==> config.mk <==
export PLATFORM = sky130hd
export DESIGN_NAME = wide_add_seq
export DESIGN_NICKNAME = d
export VERILOG_FILES = /design/src/rtl/wide_add_pkg.sv /design/src/rtl/cla_16.sv /design/src/rtl/wide_add_seq.sv
export SDC_FILE = /design/constraint.sdc
export NUM_CORES = 1
export LEC_CHECK = 0
export CAP_MARGIN = 20
export CORE_ASPECT_RATIO = 1.2
export CORE_MARGIN = 4
export CORE_UTILIZATION = 45
export DETAILED_ROUTE_END_ITERATION = 8
export HOLD_SLACK_MARGIN = 0.05
export PLACE_DENSITY_LB_ADDON = 0.08
export RECOVER_POWER = 50
export SKIP_CTS_REPAIR_TIMING = 1
export SYNTH_ARGS = -nofsm -noshare
export SYNTH_HDL_FRONTEND = slang
export SYNTH_SLANG_ARGS = --single-unit
==> constraint.sdc <==
create_clock -name clk -period 5 [get_ports clk]
set_clock_uncertainty 0.15 [all_clocks]
set_input_delay 1 -clock clk [delete_from_list [all_inputs] [get_ports clk]]
set_output_delay 1 -clock clk [all_outputs]
set_load 0.05 [all_outputs]
==> src/rtl/wide_add_pkg.sv <==
// -----------------------------------------------------------------------------
// wide_add_pkg
// Shared definitions for the wide add/subtract sequencer.
//   SLICE_W       : width of one slice, which is also the width of the shared adder
//   state_e       : sequencer states (idle, slice processing, result hold)
//   slice_count() : number of adder slices needed for a given operand width
// -----------------------------------------------------------------------------
package wide_add_pkg;

    localparam int unsigned SLICE_W = 16;

    typedef enum logic [1:0] {
        StIdle = 2'd0,
        StRun  = 2'd1,
        StDone = 2'd2
    } state_e;

    // Operand widths are multiples of SLICE_W, so the division is exact.
    function automatic int unsigned slice_count(input int unsigned width);
        return width / SLICE_W;
    endfunction

endpackage

==> src/rtl/cla_16.sv <==
// -----------------------------------------------------------------------------
// cla_16
// 16-bit two-level carry-lookahead adder. It is built from four 4-bit groups.
// Each group produces its own generate and propagate signals. A second lookahead
// level uses these to form the carry into each group. Purely combinational.
//   a, b : addends
//   cin  : carry in
//   sum  : a + b + cin, modulo 2^16
//   cout : carry out of bit 15
// -----------------------------------------------------------------------------
module cla_16 (
    input  logic [15:0] a,
    input  logic [15:0] b,
    input  logic        cin,
    output logic [15:0] sum,
    output logic        cout
);

    logic [15:0] g;   // bit generate
    logic [15:0] p;   // bit propagate
    logic [15:0] c;   // carry into each bit
    logic [3:0]  gg;  // group generate
    logic [3:0]  gp;  // group propagate
    logic [4:0]  gc;  // carry into each group; gc[4] is the final carry out

    assign g = a & b;
    assign p = a ^ b;

    always_comb begin
        gg = '0;
        gp = '0;
        gc = '0;
        c  = '0;

        for (int k = 0; k < 4; k++) begin
            gp[k] = &p[4*k +: 4];
            gg[k] = g[4*k+3]
                  | (p[4*k+3] & g[4*k+2])
                  | (p[4*k+3] & p[4*k+2] & g[4*k+1])
                  | (p[4*k+3] & p[4*k+2] & p[4*k+1] & g[4*k]);
        end

        // Second level: group carries depend only on cin and group g/p.
        gc[0] = cin;
        gc[1] = gg[0] | (gp[0] & cin);
        gc[2] = gg[1] | (gp[1] & gg[0]) | (gp[1] & gp[0] & cin);
        gc[3] = gg[2] | (gp[2] & gg[1]) | (gp[2] & gp[1] & gg[0])
              | (gp[2] & gp[1] & gp[0] & cin);
        gc[4] = gg[3] | (gp[3] & gg[2]) | (gp[3] & gp[2] & gg[1])
              | (gp[3] & gp[2] & gp[1] & gg[0])
              | (gp[3] & gp[2] & gp[1] & gp[0] & cin);

        // First level: bit carries inside each group, seeded by the group carry.
        for (int k = 0; k < 4; k++) begin
            c[4*k]   = gc[k];
            c[4*k+1] = g[4*k] | (p[4*k] & gc[k]);
            c[4*k+2] = g[4*k+1] | (p[4*k+1] & g[4*k]) | (p[4*k+1] & p[4*k] & gc[k]);
            c[4*k+3] = g[4*k+2] | (p[4*k+2] & g[4*k+1])
                     | (p[4*k+2] & p[4*k+1] & g[4*k])
                     | (p[4*k+2] & p[4*k+1] & p[4*k] & gc[k]);
        end
    end

    assign sum  = p ^ c;
    assign cout = gc[4];

endmodule

==> src/rtl/wide_add_seq.sv <==
// -----------------------------------------------------------------------------
// wide_add_seq
// Multi-cycle WIDTH-bit adder/subtractor. It shares one cla_16 across all
// 16-bit slices and processes one slice per clock, starting with the least
// significant slice. A register carries the slice carry from one cycle to the
// next.
// The operation is WIDTH bits wide. WIDTH must be a multiple of 16 and at least 32.
//   clk, rst_n          : clock and asynchronous active-low reset
//   in_valid, in_ready  : request handshake; a, b and sub are sampled on it
//   a, b                : operands
//   sub                 : 0 selects a+b, 1 selects a-b
//   out_valid, out_ready: result handshake; the outputs hold while out_valid is high
//   sum                 : result modulo 2^WIDTH
//   cout                : carry out of the MSB (for subtract, 1 means no borrow)
//   ovf                 : two's-complement signed overflow
// -----------------------------------------------------------------------------
module wide_add_seq
    import wide_add_pkg::*;
#(
    parameter int unsigned WIDTH = 64
) (
    input  logic             clk,
    input  logic             rst_n,
    input  logic             in_valid,
    output logic             in_ready,
    input  logic [WIDTH-1:0] a,
    input  logic [WIDTH-1:0] b,
    input  logic             sub,
    output logic             out_valid,
    input  logic             out_ready,
    output logic [WIDTH-1:0] sum,
    output logic             cout,
    output logic             ovf
);

    localparam int unsigned NS       = slice_count(WIDTH);
    localparam int unsigned IDX_W    = (NS > 1) ? $clog2(NS) : 1;
    localparam logic [IDX_W-1:0] LAST_IDX = IDX_W'(NS - 1);

    state_e             state_q;
    logic [WIDTH-1:0]   a_q;
    logic [WIDTH-1:0]   b_q;      // B already inverted for subtract
    logic               carry_q;  // carry into the current slice
    logic [IDX_W-1:0]   idx_q;
    logic [WIDTH-1:0]   sum_q;
    logic               cout_q;
    logic               ovf_q;

    logic [SLICE_W-1:0] slice_a;
    logic [SLICE_W-1:0] slice_b;
    logic [SLICE_W-1:0] slice_sum;
    logic               slice_cout;
    logic               last_slice;

    // The adder sees only the latched operands, so the input ports are free to change
    // during RUN.
    assign slice_a    = a_q[idx_q*SLICE_W +: SLICE_W];
    assign slice_b    = b_q[idx_q*SLICE_W +: SLICE_W];
    assign last_slice = (idx_q == LAST_IDX);

    cla_16 u_cla (
        .a    (slice_a),
        .b    (slice_b),
        .cin  (carry_q),
        .sum  (slice_sum),
        .cout (slice_cout)
    );

    always_ff @(posedge clk or negedge rst_n) begin
        if (!rst_n) begin
            state_q <= StIdle;
            a_q     <= '0;
            b_q     <= '0;
            carry_q <= 1'b0;
            idx_q   <= '0;
            sum_q   <= '0;
            cout_q  <= 1'b0;
            ovf_q   <= 1'b0;
        end else begin
            unique case (state_q)
                StIdle: begin
                    if (in_valid) begin
                        // Subtract is A + ~B + 1. The +1 enters as the carry into
                        // the first slice, so the sub flag needs no separate register.
                        a_q     <= a;
                        b_q     <= sub ? ~b : b;
                        carry_q <= sub;
                        idx_q   <= '0;
                        sum_q   <= '0;
                        state_q <= StRun;
                    end
                end
                StRun: begin
                    sum_q[idx_q*SLICE_W +: SLICE_W] <= slice_sum;
                    carry_q <= slice_cout;
                    if (last_slice) begin
                        cout_q  <= slice_cout;
                        // Overflow occurs when both addends have the same sign but the
                        // result sign differs. The MSB of the top slice is the result sign.
                        ovf_q   <= (a_q[WIDTH-1] == b_q[WIDTH-1]) &&
                                   (slice_sum[SLICE_W-1] != a_q[WIDTH-1]);
                        state_q <= StDone;
                    end else begin
                        idx_q <= idx_q + 1'b1;
                    end
                end
                StDone: begin
                    if (out_ready) begin
                        state_q <= StIdle;
                    end
                end
                default: begin
                    state_q <= StIdle;
                end
            endcase
        end
    end

    assign in_ready  = (state_q == StIdle);
    assign out_valid = (state_q == StDone);
    assign sum       = sum_q;
    assign cout      = cout_q;
    assign ovf       = ovf_q;

endmodule

; Yosys cells after proc, flatten, opt, wreduce, memory -nomap -nowiden
; Cells that the tools add are included.
[totals]
reg_bits = 199
inputBits = 133
out_inout_bits = 68
wordCells = 170
[op_classes]
add_sub_neg = 2
eq_ne = 9
shifts = 4
mux = 13
n_bitwise = 122
n_reduce_logical = 12
[op_table]
columns = operator, n
row1 = $mux W64, 2
row2 = $pmux W64 S2, 1
row3 = $shiftx A64 B7 Y16, 2
row4 = $and A1 B1 Y1, 72
row5 = $bwmux W64, 1
row6 = $not A64 Y64, 1
row7 = $shift A16 B34 Y64 const A, 1
row8 = $shiftx A16 B34 Y64, 1
row9 = $or A1 B1 Y1, 46
row10 = $neg A6 Y34, 1
row11 = $xor A16 B16 Y16, 2
row12 = $and A16 B16 Y16, 1
row13 = $reduce_and A4 Y1, 4
row14 = $mux W2, 5
row15 = $ne A2 B2 Y1 const B, 3
row16 = $pmux W2 S3, 1
row17 = $reduce_and A2 Y1, 3
row18 = $reduce_and A3 Y1, 2
row19 = $eq A2 B2 Y1 const B, 2
row20 = $pmux W2 S2, 1
row21 = $add A2 B1 Y2 const B, 1
row22 = $eq A2 B1 Y1 const B, 1
row23 = $logic_not A2 Y1, 1
row24 = $ne A2 B1 Y1 const B, 1
row25 = other kinds (6), 6

; Logic depth before layout (Yosys ltp)
[depth]
depth_word = 16
mapped_depth = 13
depth_no_buf = 11

; Hierarchy
; A second synthesis with hierarchy kept.
[hier_totals]
hier_cells = 859
area_unflattened_um2 = 9467.8
[modules_own_cells]
columns = mod, n_inst, cells_each, area_per_inst_um2
row1 = wide_add_seq, 1, 780, 8804.7
row2 = cla_16, 1, 79, 663.1

; Worst setup path after synthesis
; OpenSTA, ideal clock, no wires.
[synth_path]
kind = register -> register
startpoint = register idx_q[0]
endpoint = register sum_q[41], in the netlist sum[41]
setup_ns = 0.121
arrival_ns = 3.539
slack_ns = 1.190
path_stages_with_launch = 14
period_less_slack_ns = 3.810
path_cell_list = dfrtp_1 -> buf_2 -> buf_2 -> mux4_2 -> ha_1 -> a21oi_2 -> nand2_2 -> o21a_1 -> or2_1 -> a21oi_1 -> o21ai_0 -> fa_1 -> xor2_1 -> a22o_1
[synth_between]
elab_chain_len = 16
word_cells_on_any_way = 112
cone_classes = 1 x add/sub / 4 x shift / 2 x mux / 102 x bitwise / 3 x reduce/logical
[synth_lines]
columns = item, line
row1 = start: declaration, wide_add_seq.sv:44  ; logic [IDX_W-1:0] idx_q;
row2 = start signal: assignment, wide_add_seq.sv:104  ; idx_q <= idx_q + 1'b1;
row3 = "$shiftx A64 B7 Y16, on equally long branches", "wide_add_seq.sv:57, wide_add_seq.sv:58"
row4 = $xor A16 B16 Y16 / $and A16 B16 Y16 (equally long branches), "cla_16.sv:27, cla_16.sv:26"
row5 = "$and A1 B1 Y1, on equally long branches", "cla_16.sv:38, cla_16.sv:39, cla_16.sv:40"
row6 = $or A1 B1 Y1 (tied with other cells), cla_16.sv:38  ; | (p[4*k+3] & g[4*k+2])
row7 = $or A1 B1 Y1 / $and A1 B1 Y1 (equally long branches), "cla_16.sv:39, cla_16.sv:40"
row8 = $or A1 B1 Y1, cla_16.sv:40  ; | (p[4*k+3] & p[4*k+2] & p[4*k+1] & g[4*k]);
row9 = $and A1 B1 Y1, cla_16.sv:47  ; gc[3] = gg[2] | (gp[2] & gg[1]) | (gp[2] & gp[1] & gg[0])
row10 = $or A1 B1 Y1 (2 in a row), cla_16.sv:47
row11 = $or A1 B1 Y1, cla_16.sv:48  ; | (gp[2] & gp[1] & gp[0] & cin);
row12 = "$and A1 B1 Y1, on equally long branches", "cla_16.sv:56, cla_16.sv:57, cla_16.sv:60"
row13 = "$or A1 B1 Y1, on equally long branches", "cla_16.sv:56, cla_16.sv:57, cla_16.sv:60"
row14 = $xor A16 B16 Y16, cla_16.sv:64  ; assign sum = p ^ c;
row15 = $shiftx A16 B34 Y64, wide_add_seq.sv:94  ; sum_q[idx_q*SLICE_W +: SLICE_W] <= slice_sum;
row16 = $bwmux W64 (*), wide_add_seq.sv:94
row17 = $pmux W64 S2 (*), wide_add_seq.sv:80  ; unique case (state_q)
row18 = end signal: indexed assignment, wide_add_seq.sv:94
row19 = end: declaration, wide_add_seq.sv:45  ; logic [WIDTH-1:0] sum_q;
; Every way passes the cells marked *; elsewhere a longest branch is shown, timed or not.
; A chain may end at the register's enable or synchronous reset.

; Worst setup path in the final report
[layout_path]
startpoint = register idx_q[0]
endpoint = register sum_q[57], in the netlist sum[57]
; Same word-level chain as after synthesis.

==> flow_summary.ini <==
[status]
status = complete, but fails checks
violations = capacitance limit, slew limit

[critical_path]
crit_family = flip-flops
critPathKind = reg -> reg
crit_buf_inv = 0
crit_fanout = 24
slowest_stage = dfrtp_2
required_ps = 5210
crit_chain = mux4_2 -> ha_1 -> a21oi_2 -> nand2_2 -> o21a_1 -> or2_1 -> a21oi_1 -> o21ai_0 -> fa_1 -> xor2_1 -> a22o_1
end_kind = flop
startpoint_type = flop
critPathArrivalTime_ps = 4270
critPathMaxStageDelay_ps = 930

[logic_synthesis]
synth_edf_count = 0
synthTopCellsByArea = dfrtp_1 (53%), mux2_2 (7.8%), mux4_2 (7.7%)
ys_seq_area_share_pct = 52.9
netlist.top_cell.by_area = dfrtp_1
ys_ff_latch = 199
syn_avg_cell_area_um2 = 12.7
synth.top_cell.area_share_pct = 52.9
syn_nets = 900
synth_area_um2 = 9420
synth_commonest_cells = dfrtp_1 (199), nor2_1 (75), a21oi_1 (71)
synthCells = 743
yosysMostFrequentCell = dfrtp_1
netlist-cell-type-count = 53
yosysWarnings = 0
synthFlopType = dfrtp_1
async_flop_share_pct = 100

[cells_and_area]
area_growth_pct = 29.6
finalNonFillerCells = 1196
fill_cells = 1684
nets = 1075
diodes = 0
drive_gt1_share_pct = 17.3

[cts]
clockBufferDepth = 2
insertion_delay_ps = 430
h-tree-depth = 4
clk_pin_slew_ps = 80
cts-root-buf = clkbuf_16
cts_tree = done
cts_buffers = 17
clkSinkCount = 199

[sta]
setup_violations = 0
slew_violations = 184
period_needed_ps = 4060
finalHoldViolations = 0
fmax_mhz = 246
rsz0062_at_grt = no
whs_ps = 335
worstMarginPinSlew_ps = 2640
fin_tns_setup_ps = 0
fin_crit_sh_pct = 81.2
relSlewSlack_pct = -76.0

[placement]
dp_cells = 1164
hpwlAfterDp_um = 17200
portBuffers = 200
routabilityCongestion = 0.831

[power_and_ir_drop]
power_w = 0.00967
ir_worst_vdd_mv = 0.396
power.leakage_nw = 5.06
powerDensity_nw_per_um2 = 792

[die]
rows = 57
die_x_um = 140
core_um2 = 20400
pin_count = 201
start_util_pct = 46.2
dieArea_um2 = 23300
die-height_um = 166

[route]
totalWireLength_um = 23200
ant_nets = 0
wl_per_cell_um = 19.4
drt_iter0_markers = 439
first_pass_iters = 5
viasPerCell = 5.39
drc = 0
vias = 6443

[global_routing]
grt_pass1_wl_um = 37200
grt_pass1_vias = 6763
grt_max_degree = 106
antenna_found_initial = 0
grt_usage_pct = 20.2
overflow = 0

[job]
cap_violations = 2

[worst_hold_path]
hold_path.class = reg -> reg
-- area by class of cell --
class                           instances  area (um2)  area share [%]
Multi-Input combinational cell        481        4180            34.2
Tap cell                              265         332            2.72
Timing Repair Buffer                  205        2060            16.8
Sequential cell                       199        4980            40.8
Clock inverter                         15         185            1.52
Clock buffer                           17         425            3.48
Inverter                               14        52.6           0.430
-- cell usage in the layout (no fill, tap or decap), types with 3 or more instances in the layout --
cell and n:
a21o_1 4, clkbuf_16 17, ha_1 20, nor3_1 3, inv_6 4, a21oi_2 5
xor2_1 3, a21oi_1 71, o21ai_0 9, a22o_1 60, xnor2_1 70, dlygate4sd3_1 25
o21a_1 4, clkinv_4 4, nor2_1 75, fa_1 4, clkdlybuf4s50_1 173, mux4_2 32
inv_8 3, nand3_1 3, mux2_2 65, buf_4 4, inv_1 12, nand2_1 16
dfrtp_1 197
-- power breakdown --
| part | switching, W | internal [W] | total (W) | leakage [nW] |
|---|---|---|---|---|
| clock | 0.000654 | 0.000761 | 0.00142 | 0.301 |
| sequential | 0.000504 | 0.00230 | 0.00281 | 2.43 |
| combinational | 0.00313 | 0.00231 | 0.00545 | 2.33 |
-- registers in the layout, indices dropped and copies added, names as in the netlist --
register and count:
a_q 64, b_q 64, carry_q 1, cout 1, idx_q 2, ovf 1, state_q 2, sum 64
-- worst register-to-register path, stage by stage (launching register included) --
cell	delay [ps]
dfrtp_2	930
mux4_2	630
ha_1	350
a21oi_2	170
nand2_2	80
o21a_1	200
or2_1	230
a21oi_1	220
o21ai_0	140
fa_1	390
xor2_1	280
a22o_1	200
-- metal layers --
metal	vias up	wire [um]	GRT usage [%]
li1	3013	-	-
met1	3217	9760	26.4
met2	191	12100	34.9
met3	22	1070	3.38
met4	0	358	5.94
met5	-	0	0
-- path summary, 6_finish.rpt --
| kind | start | to | slack, ps | cells past startpoint |
|---|---|---|---|---|
| worst min register to register | sum[48] | sum[48] | 340 | 2 |
| worst max register to register | idx_q[0] | sum[57] | 940 | 11 |
| min in group asynchronous | rst_n | sum[19] | 1210 | 1 |
| worst max-delay path | idx_q[0] | sum[57] | 940 | 11 |
| max in group asynchronous | rst_n | b_q[16] | 1910 | 1 |
| worst min-delay path | sum[48] | sum[48] | 340 | 2 |
-- logic make-up after synthesis --
kind of cell,count (synthesis),synth area share [%]
flops,199,52.9
simple gates,118,5.78
fa+ha+maj,24,3.51
mux,97,15.4
compound gates,169,12.8
xor+xnor,73,6.79
buf+inv,63,2.79
-- through the flow --
stage | util [%] | instance area, um2 | setup WS (ps)
floorplan | - | 9420 | 1190
CTS | 59.9 | 12200 | 901
global placement | 56.9 | 11600 | 1020
global route | 59.9 | 12200 | 678
finish | 59.9 | 12200 | 941
detailed placement | 56.9 | 11600 | 920
No activity file was read; power rests on OpenSTA's default activity.
